`src/rtl/branch_resolve_unit.sv`:
```
// Branch resolve unit: resolves conditional branches, JAL and JALR against the
// fetch prediction. On a mispredict it issues a registered redirect to fetch
// with a valid/ready handshake and a one-cycle flush. A misaligned taken
// target raises a one-cycle exception instead. Branch and mispredict counters
// saturate at all-ones.
module branch_resolve_unit #(
   parameter int XLEN        = 64,
   parameter int CNT_W       = 32,
   parameter bit ALIGN_CHECK = 1'b1
) (
   input  logic             clk,
   input  logic             reset,
   input  logic             ex_valid,
   output logic             ex_ready,
   input  logic [XLEN-1:0]  ex_pc,
   input  logic [6:0]       ex_opcode,
   input  logic [XLEN-1:0]  ex_imm,
   input  logic [XLEN-1:0]  ex_rs1_data,
   input  logic             ex_pred_taken,
   input  logic [XLEN-1:0]  ex_pred_target,
   input  logic             branch_compare_result,
   output logic             redirect_valid,
   input  logic             redirect_ready,
   output logic [XLEN-1:0]  redirect_pc,
   output logic             flush,
   output logic             misalign_exc,
   output logic [XLEN-1:0]  misalign_addr,
   output logic [CNT_W-1:0] perf_branches,
   output logic [CNT_W-1:0] perf_mispredicts
);

   localparam logic [6:0] OP_BRANCH = 7'b1100011;
   localparam logic [6:0] OP_JAL    = 7'b1101111;
   localparam logic [6:0] OP_JALR   = 7'b1100111;

   typedef enum logic [0:0] {IDLE = 1'b0, REDIRECT = 1'b1} state_t;

   state_t state_reg, state_next;

   logic            redirect_valid_reg, redirect_valid_next;
   logic [XLEN-1:0] redirect_pc_reg, redirect_pc_next;
   logic            flush_reg, flush_next;
   logic            misalign_exc_reg, misalign_exc_next;
   logic [XLEN-1:0] misalign_addr_reg, misalign_addr_next;

   // Resolution datapath
   logic            is_branch, is_jal, is_jalr, is_cf;
   logic            accept;
   logic [XLEN-1:0] target_base, target_sum, target, fall_through, next_pc;
   logic            actual_taken, mispredict, misaligned;
   logic            take_redirect, take_exc;

   // Decode the opcode and compute target, next PC and prediction outcome
   always_comb begin
      is_branch    = (ex_opcode == OP_BRANCH);
      is_jal       = (ex_opcode == OP_JAL);
      is_jalr      = (ex_opcode == OP_JALR);
      is_cf        = is_branch || is_jal || is_jalr;
      accept       = ex_valid && (state_reg == IDLE);
      target_base  = is_jalr ? ex_rs1_data : ex_pc;
      target_sum   = target_base + ex_imm;
      // JALR clears bit 0 of the computed address
      target       = is_jalr ? {target_sum[XLEN-1:1], 1'b0} : target_sum;
      actual_taken = is_branch ? branch_compare_result : 1'b1;
      fall_through = ex_pc + XLEN'(4);
      next_pc      = actual_taken ? target : fall_through;
      mispredict   = (actual_taken != ex_pred_taken) ||
                     (actual_taken && (ex_pred_target != target));
      misaligned   = ALIGN_CHECK && actual_taken && (target[1:0] != 2'b00);
      // Misalignment wins over mispredict: the exception path never redirects
      take_exc      = accept && is_cf && misaligned;
      take_redirect = accept && is_cf && !misaligned && mispredict;
   end

   // State register
   always_ff @(posedge clk) begin
      if (reset) state_reg <= IDLE;
      else       state_reg <= state_next;
   end

   // Next-state logic: enter REDIRECT on a mispredict, leave on handshake
   always_comb begin
      state_next = state_reg;
      case (state_reg)
         IDLE:     if (take_redirect) state_next = REDIRECT;
         REDIRECT: if (redirect_ready) state_next = IDLE;
         default:  state_next = IDLE;
      endcase
   end

   // Output logic: next values for the registered handshake/flush/exception outputs
   always_comb begin
      redirect_valid_next = (state_next == REDIRECT);
      redirect_pc_next    = take_redirect ? next_pc : redirect_pc_reg;
      flush_next          = take_redirect;
      misalign_exc_next   = take_exc;
      misalign_addr_next  = take_exc ? target : misalign_addr_reg;
   end

   // Registered outputs toward fetch and the trap logic
   always_ff @(posedge clk) begin
      if (reset) begin
         redirect_valid_reg <= 1'b0;
         redirect_pc_reg    <= '0;
         flush_reg          <= 1'b0;
         misalign_exc_reg   <= 1'b0;
         misalign_addr_reg  <= '0;
      end else begin
         redirect_valid_reg <= redirect_valid_next;
         redirect_pc_reg    <= redirect_pc_next;
         flush_reg          <= flush_next;
         misalign_exc_reg   <= misalign_exc_next;
         misalign_addr_reg  <= misalign_addr_next;
      end
   end

   // Saturating performance counters: index 0 counts resolved control flow,
   // index 1 counts redirects issued
   logic [CNT_W-1:0] cnt_reg  [2];
   logic [CNT_W-1:0] cnt_next [2];
   logic             cnt_inc  [2];

   assign cnt_inc[0] = accept && is_cf;
   assign cnt_inc[1] = take_redirect;

   generate
      for (genvar gi = 0; gi < 2; gi++) begin : g_cnt
         // Increment unless already at all-ones
         always_comb begin
            cnt_next[gi] = cnt_reg[gi];
            if (cnt_inc[gi] && (cnt_reg[gi] != {CNT_W{1'b1}}))
               cnt_next[gi] = cnt_reg[gi] + CNT_W'(1);
         end

         // Counter register
         always_ff @(posedge clk) begin
            if (reset) cnt_reg[gi] <= '0;
            else       cnt_reg[gi] <= cnt_next[gi];
         end
      end
   endgenerate

   assign ex_ready         = (state_reg == IDLE);
   assign redirect_valid   = redirect_valid_reg;
   assign redirect_pc      = redirect_pc_reg;
   assign flush            = flush_reg;
   assign misalign_exc     = misalign_exc_reg;
   assign misalign_addr    = misalign_addr_reg;
   assign perf_branches    = cnt_reg[0];
   assign perf_mispredicts = cnt_reg[1];

endmodule

```
`config.mk`:
```
export PLATFORM = sky130hd
export DESIGN_NAME = branch_resolve_unit
export DESIGN_NICKNAME = d
export VERILOG_FILES = /design/src/rtl/branch_resolve_unit.sv
export SDC_FILE = /design/constraint.sdc
export NUM_CORES = 1
export LEC_CHECK = 0
export ABC_AREA = 1
export CORE_MARGIN = 3
export CORE_UTILIZATION = 40
export DETAILED_ROUTE_END_ITERATION = 10
export PLACE_DENSITY = 0.64
export SLEW_MARGIN = 30
export SYNTH_ARGS = -nofsm -noshare
export SYNTH_HDL_FRONTEND = slang
export SYNTH_SLANG_ARGS = --single-unit
```
`constraint.sdc`:
```
create_clock -name clk -period 11.1 [get_ports clk]
set_input_delay 2.775 -clock clk [delete_from_list [all_inputs] [get_ports clk]]
set_output_delay 2.775 -clock clk [all_outputs]
set_load 0.01 [all_outputs]
```
==> out/summary.txt, run 1 <==
CP Capture Type: flip-flop
Worst Max-Slew Pin Slew: 0.993 ns
Clk pin slew, worst setup/hold paths: 0.07 ns
status: finished, final reports clean
WL per Instance: 21.4 um
unrepaired setup endpoints after global routing: false
Worst path depth: 32
Most Frequent Cell on Critical Path: nand2_1
cell internal pwr: 1.33 mW
number of global-route vias before repair: 21,937
Period Utilization, post-route: 79.5%
crit path max fanout: 64
nets@finish: 4,239
Worst VDD drop: 76.9 uV
reported net switching power: 0.875 mW
WL met1: 41,400 um
R2R depth: 10
Die Area: 50,500 um2
PwrDens: 88.8 nW/um2
Setup Fix Bufs, Post-CTS: 0
Pre-Repair DR Iteration Count: 9
max-slew violations: 0
CTS tree: yes
WL final: 96,600 um
CP arrival: 9.15 ns
clk_lat worst skew: 0.48 ns
crit path kind: in2reg
Vias: 24,235
design area: 24,900 um2
Critical Path RT: 11.43 ns
I/O pin cnt: 465
synthesized flop and latch total: 195
largest net degree at the start of global routing: 88
iteration-0 DRC count of the detailed router: 2,763
CTS Root Cell: clkbuf_16
DPL Wire Length: 82,000 um
Global Route Usage Sum: 36.9%
initial antenna violation count: 6
skew final: 0.0225 ns
setup tns final: 0 ns
minimum clock period: 8.83 ns
Worst path top cell family by delay: simple AND/OR/NAND/NOR gates
switch share: 39.6%
layout cell share with drive strength beyond 1: 3.07%
area delta synth->final: 30.1%
starting density of the core: 40.8%
post-route ant nets: 0
Max Clk Rate: 113 MHz
Num CTS Buffers: 17
register area share after synthesis: 20.4%
Resize count post-CTS: 0
via/cell ratio: 5.36
worst stage delay on the critical path: 0.51 ns
clock sink count: 195
Tightest Hold Check Type: reg2reg
Fillers: 5,037
Die Y: 225 um
first-pass GRT wire length: 139,000 um
Seq pwr share: 31.9%
DP Area: 24,300 um2
Setup violations, final: 0
synthesized area per cell: 5.49 um2
crit path max-delay cell type: buf_4
Yosys cell types: 50
Congestion Overflow GR: 0
Core Box Area: 46,900 um2
leakage: 11.9 nW
Cells on Worst Hold Path: 2
share of power burned in the clock network: 30.0%
gpl congestion: 1.08
number of max-cap violations: 0
H-tree lvl count: 4
Final Hold Vio Count: 0
Ys Warns: 0
die extent in x: 225 um
Syn Nets: 3,825
startpoint types: primary input
CP Buf/Inv Count: 7
DRC: 0
part of the power in combinational logic: 38.0%
top layer in use: met5
met2 wire length: 42,700 um
hold_buf cts: 0
Bufs on Longest Clock Path: 2
Mapped Area: 19,100 um2
Rows: 79
number of port buffers: 464
max_slew headroom: 33.2%
Syn Inst Count: 3,483
metal3 WL: 9010 um
[worst paths after layout]
kind / startpoint / slack [ns] / to
worst max-delay path: ex_opcode[5] / 2.27 / redirect_pc[13]
worst min-delay path: redirect_pc[37] / 0.46 / redirect_pc[37]
worst max register to register: redirect_valid / 7.47 / misalign_addr[14]
worst min register to register: redirect_pc[37] / 0.46 / redirect_pc[37]
[cell families after synthesis]
logic type	count (synthesis)	share of synthesized area (%)
AND/OR/NAND/NOR	2053	45.5
buffers and inverters	651	13.2
AO/OA/AOI/OAI	432	12.4
flip-flops	195	20.4
XOR/XNOR	79	3.70
adder cells (fa/ha/maj)	73	4.82
[tightest hold or removal path, cell delays in order (launching register included)]
cell and delay, ns:
dfxtp_1 0.31, nand2_1 0.06, a21oi_1 0.05
[power by group through the flow]
| stage | sequential, mW | combinational, mW | clock, mW |
|---|---|---|---|
| floorplan | 0.722 | 0.448 | 0 |
| global placement | 0.721 | 0.816 | 0 |
| detailed placement | 0.721 | 0.808 | 0 |
| CTS | 0.704 | 0.812 | 0.676 |
| global route | 0.705 | 0.904 | 0.703 |
| finish | 0.704 | 0.840 | 0.663 |
[area by class of cell]
type | count | area [um2] | area share [%]
clock buffers | 20 | 467 | 1.88
diodes | 3 | 7.51 | 0.0302
inverters | 568 | 2140 | 8.59
clock inverters | 11 | 144 | 0.579
multi-input cells | 2637 | 12700 | 51.1
well taps | 607 | 759 | 3.05
repair buffers | 478 | 4740 | 19.1
flip-flops and latches | 195 | 3900 | 15.7
[synthesized netlist by cell type, drive strengths merged]
| master | instances | area share (%) |
|---|---|---|
| nand3b | 21 | 0.82 |
| a21oi | 136 | 3.6 |
| fa | 1 | 0.10 |
| nor3 | 72 | 1.9 |
| dfxtp | 195 | 20 |
| o31ai | 1 | 0.039 |
| a31oi | 10 | 0.33 |
| nor3b | 6 | 0.26 |
| o21a | 5 | 0.20 |
| a31o | 2 | 0.092 |
| and2 | 7 | 0.24 |
| a211oi | 1 | 0.039 |
| o21ai | 214 | 5.6 |
| ha | 72 | 4.7 |
| and3 | 1 | 0.033 |
| xor2 | 68 | 3.1 |
| buf | 23 | 0.86 |
| clkinv | 4 | 0.078 |
| nor4 | 30 | 1.0 |
| xnor2 | 10 | 0.46 |
| xor3 | 1 | 0.12 |
| nand2 | 1176 | 23 |
| a21boi | 1 | 0.039 |
| clkbuf | 60 | 1.2 |
| or3b | 1 | 0.046 |
| nor2 | 383 | 7.7 |
| nand3 | 279 | 7.5 |
| o22ai | 1 | 0.033 |
| o21bai | 26 | 1.0 |
| nand4 | 68 | 2.2 |
| inv | 564 | 11 |
| o211ai | 34 | 1.3 |
| or2 | 9 | 0.29 |
| a21o | 1 | 0.039 |
[routing by layer]
metal	vias up	track usage (%)
met4	8	12.2
li1	11873	-
met5	-	0
met3	160	5.70
met2	1238	59.2
met1	10956	50.8
[cells in the final DEF, fill, tap and decap left out, types with 4 or more instances in the layout]
master / count
nand4_1: 68
o21ai_1: 7
inv_6: 4
nand2_2: 27
xor2_1: 68
dfxtp_1: 195
o21a_1: 5
nand3_1: 271
ha_1: 72
buf_4: 14
clkdlybuf4s50_1: 463
nor2_2: 9
clkbuf_16: 17
nand3_2: 7
a21oi_1: 134
nor3b_1: 5
nor2_1: 373
xnor2_1: 10
nor3_1: 71
o21bai_1: 26
nand2_1: 1148
a31oi_1: 10
inv_2: 7
nand3b_1: 21
o21ai_0: 207
and2_1: 6
o211ai_1: 34
inv_1: 554
clkinv_1: 4
nor4_1: 28
or2_2: 8
[metrics by stage]
step	worst slack, ns	total power [mW]	cells	util (%)	hold slack [ns]
4_1_cts	2.48	2.19	4516	53.1	0.463
5_1_grt	1.86	2.31	4519	53.1	0.493
3_3_place_gp	2.00	1.54	4485	51.8	0.451
6_report	2.27	2.21	4519	53.1	0.464
2_1_floorplan	4.58	1.17	3483	-	0.483
3_5_place_dp	1.97	1.53	4485	51.8	0.452
Note: power is estimated with default switching activity, not from simulation.
==> inputs of run 2 (changes only) <==
clock period = 8.65 ns   (was 11.1 ns; I/O delays follow)
==> out/summary.txt, run 2 (synthesis results as in run 1) <==
status: finished, final reports clean
max-slew violations: 0
WL per Instance: 21.1 um
number of port buffers: 464
number of max-cap violations: 0
reported net switching power: 1.11 mW
Setup Fix Bufs, Post-CTS: 0
via/cell ratio: 5.37
leakage: 11.9 nW
clock sink count: 195
part of the power in combinational logic: 38.3%
CP Capture Type: flip-flop
crit path max-delay cell type: clkdlybuf4s50_1
Pre-Repair DR Iteration Count: 6
Die Area: 50,500 um2
Worst Max-Slew Pin Slew: 0.948 ns
Rows: 79
cell total after placement: 4,487
setup tns final: 0 ns
layout cell share with drive strength beyond 1: 3.07%
area delta synth->final: 30.1%
final cell count without fillers: 4,520
share of power burned in the clock network: 29.4%
CTS tree: yes
most common cell after layout, fill and taps aside: nand2_1
starting density of the core: 40.8%
number of global-route vias before repair: 22,143
Most Frequent Cell on Critical Path: nand2_1
clk_lat worst skew: 0.48 ns
DP Area: 24,300 um2
overall power: 2.80 mW
hold_buf cts: 0
skew final: 0.0113 ns
max_slew headroom: 36.8%
minimum clock period: 7.63 ns
nets@finish: 4,241
Tightest Hold Check Type: reg2reg
Final Hold Vio Count: 0
post-route ant nets: 0
initial antenna violation count: 5
Seq pwr share: 32.3%
Global Route Usage Sum: 36.5%
first-pass GRT wire length: 138,000 um
design area: 24,900 um2
CTS Root Cell: clkbuf_16
Num CTS Buffers: 17
crit path max fanout: 44
WL final: 95,500 um
Worst VDD drop: 144 uV
Congestion Overflow GR: 0
pre-CTS setup slack: 0.715 ns
Critical Path RT: 9.03 ns
Die Y: 225 um
Fillers: 5,069
Core Box Area: 46,900 um2
PwrDens: 112 nW/um2
DRC: 0
Resize count post-CTS: 0
gpl congestion: 1.08
Bufs on Longest Clock Path: 2
cell internal pwr: 1.69 mW
unrepaired setup endpoints after global routing: false
crit path kind: in2reg
CP arrival: 8.01 ns
Setup violations, final: 0
iteration-0 DRC count of the detailed router: 2,682
startpoint types: primary input
I/O pin cnt: 465
worst stage delay on the critical path: 0.48 ns
Fin Hold WS: 0.467 ns
commonest non-fill, non-tap cells in the layout: nand2_1 (1,148), inv_1 (554), clkdlybuf4s50_1 (463), nor2_1 (373), nand3_1 (271)
switch share: 39.7%
final core occ: 53.1%
Period Utilization, post-route: 88.2%
Clk pin slew, worst setup/hold paths: 0.08 ns
Setup WS post-layout: 1.02 ns
Vias: 24,270
flop-to-flop setup slack: 5.60 ns
DPL Wire Length: 81,300 um
H-tree lvl count: 4
Max Clk Rate: 131 MHz
die extent in x: 225 um
largest net degree at the start of global routing: 91
==> run 2: cell types whose count changed in the layout (fill, tap and decap cells not counted) <==
cell	delta
clkinv_4	+2
buf_12	+3
clkbuf_8	-2
clkinv_2	+1
clkbuf_1	+1
buf_4	-1
inv_6	-2
clkinv_8	-1
clkinvlp_4	+1
inv_8	-1
==> run 2: worst paths after layout <==
check / startpoint / endpoint / cells past startpoint
max reg2reg: redirect_valid / cnt_reg[0][29] / 15
max: ex_opcode[3] / redirect_pc[16] / 27
min: redirect_pc[38] / redirect_pc[38] / 2
min reg2reg: redirect_pc[38] / redirect_pc[38] / 2
==> run 2: power groups by stage <==
stage | Combinational (mW) | Clock [mW] | Sequential, mW
6_report | 1.07 | 0.821 | 0.904
3_5_place_dp | 1.03 | 0 | 0.925
4_1_cts | 1.04 | 0.830 | 0.904
3_3_place_gp | 1.04 | 0 | 0.925
5_1_grt | 1.15 | 0.862 | 0.904
2_1_floorplan | 0.575 | 0 | 0.926
==> run 2: critical path, delay by kind of cell <==
kind | cells | cell delay [ns]
simple gates | 18 | 2.85
buf+inv | 6 | 1.70
fa+ha+maj | 1 | 0.41
compound gates | 2 | 0.85
==> run 2: cell type report <==
| cell class | count | area (um2) | share of cell area, % |
|---|---|---|---|
| diodes | 3 | 7.51 | 0.0302 |
| clock buffers | 19 | 443 | 1.78 |
| clock inverters | 11 | 129 | 0.518 |
| inverters | 568 | 2140 | 8.59 |
| multi-input cells | 2637 | 12700 | 51.1 |
| flip-flops and latches | 195 | 3900 | 15.7 |
| well taps | 607 | 759 | 3.05 |
| repair buffers | 480 | 4800 | 19.3 |
==> run 2: per-layer routing <==
metal / share of wire, % / global-route usage (%) / wire (um)
met1: 43 / 49.3 / 40600
met2: 44 / 57.6 / 41700
met3: 9.0 / 5.99 / 8600
met4: 4.8 / 16.0 / 4560
met5: 0.020 / 0 / 19
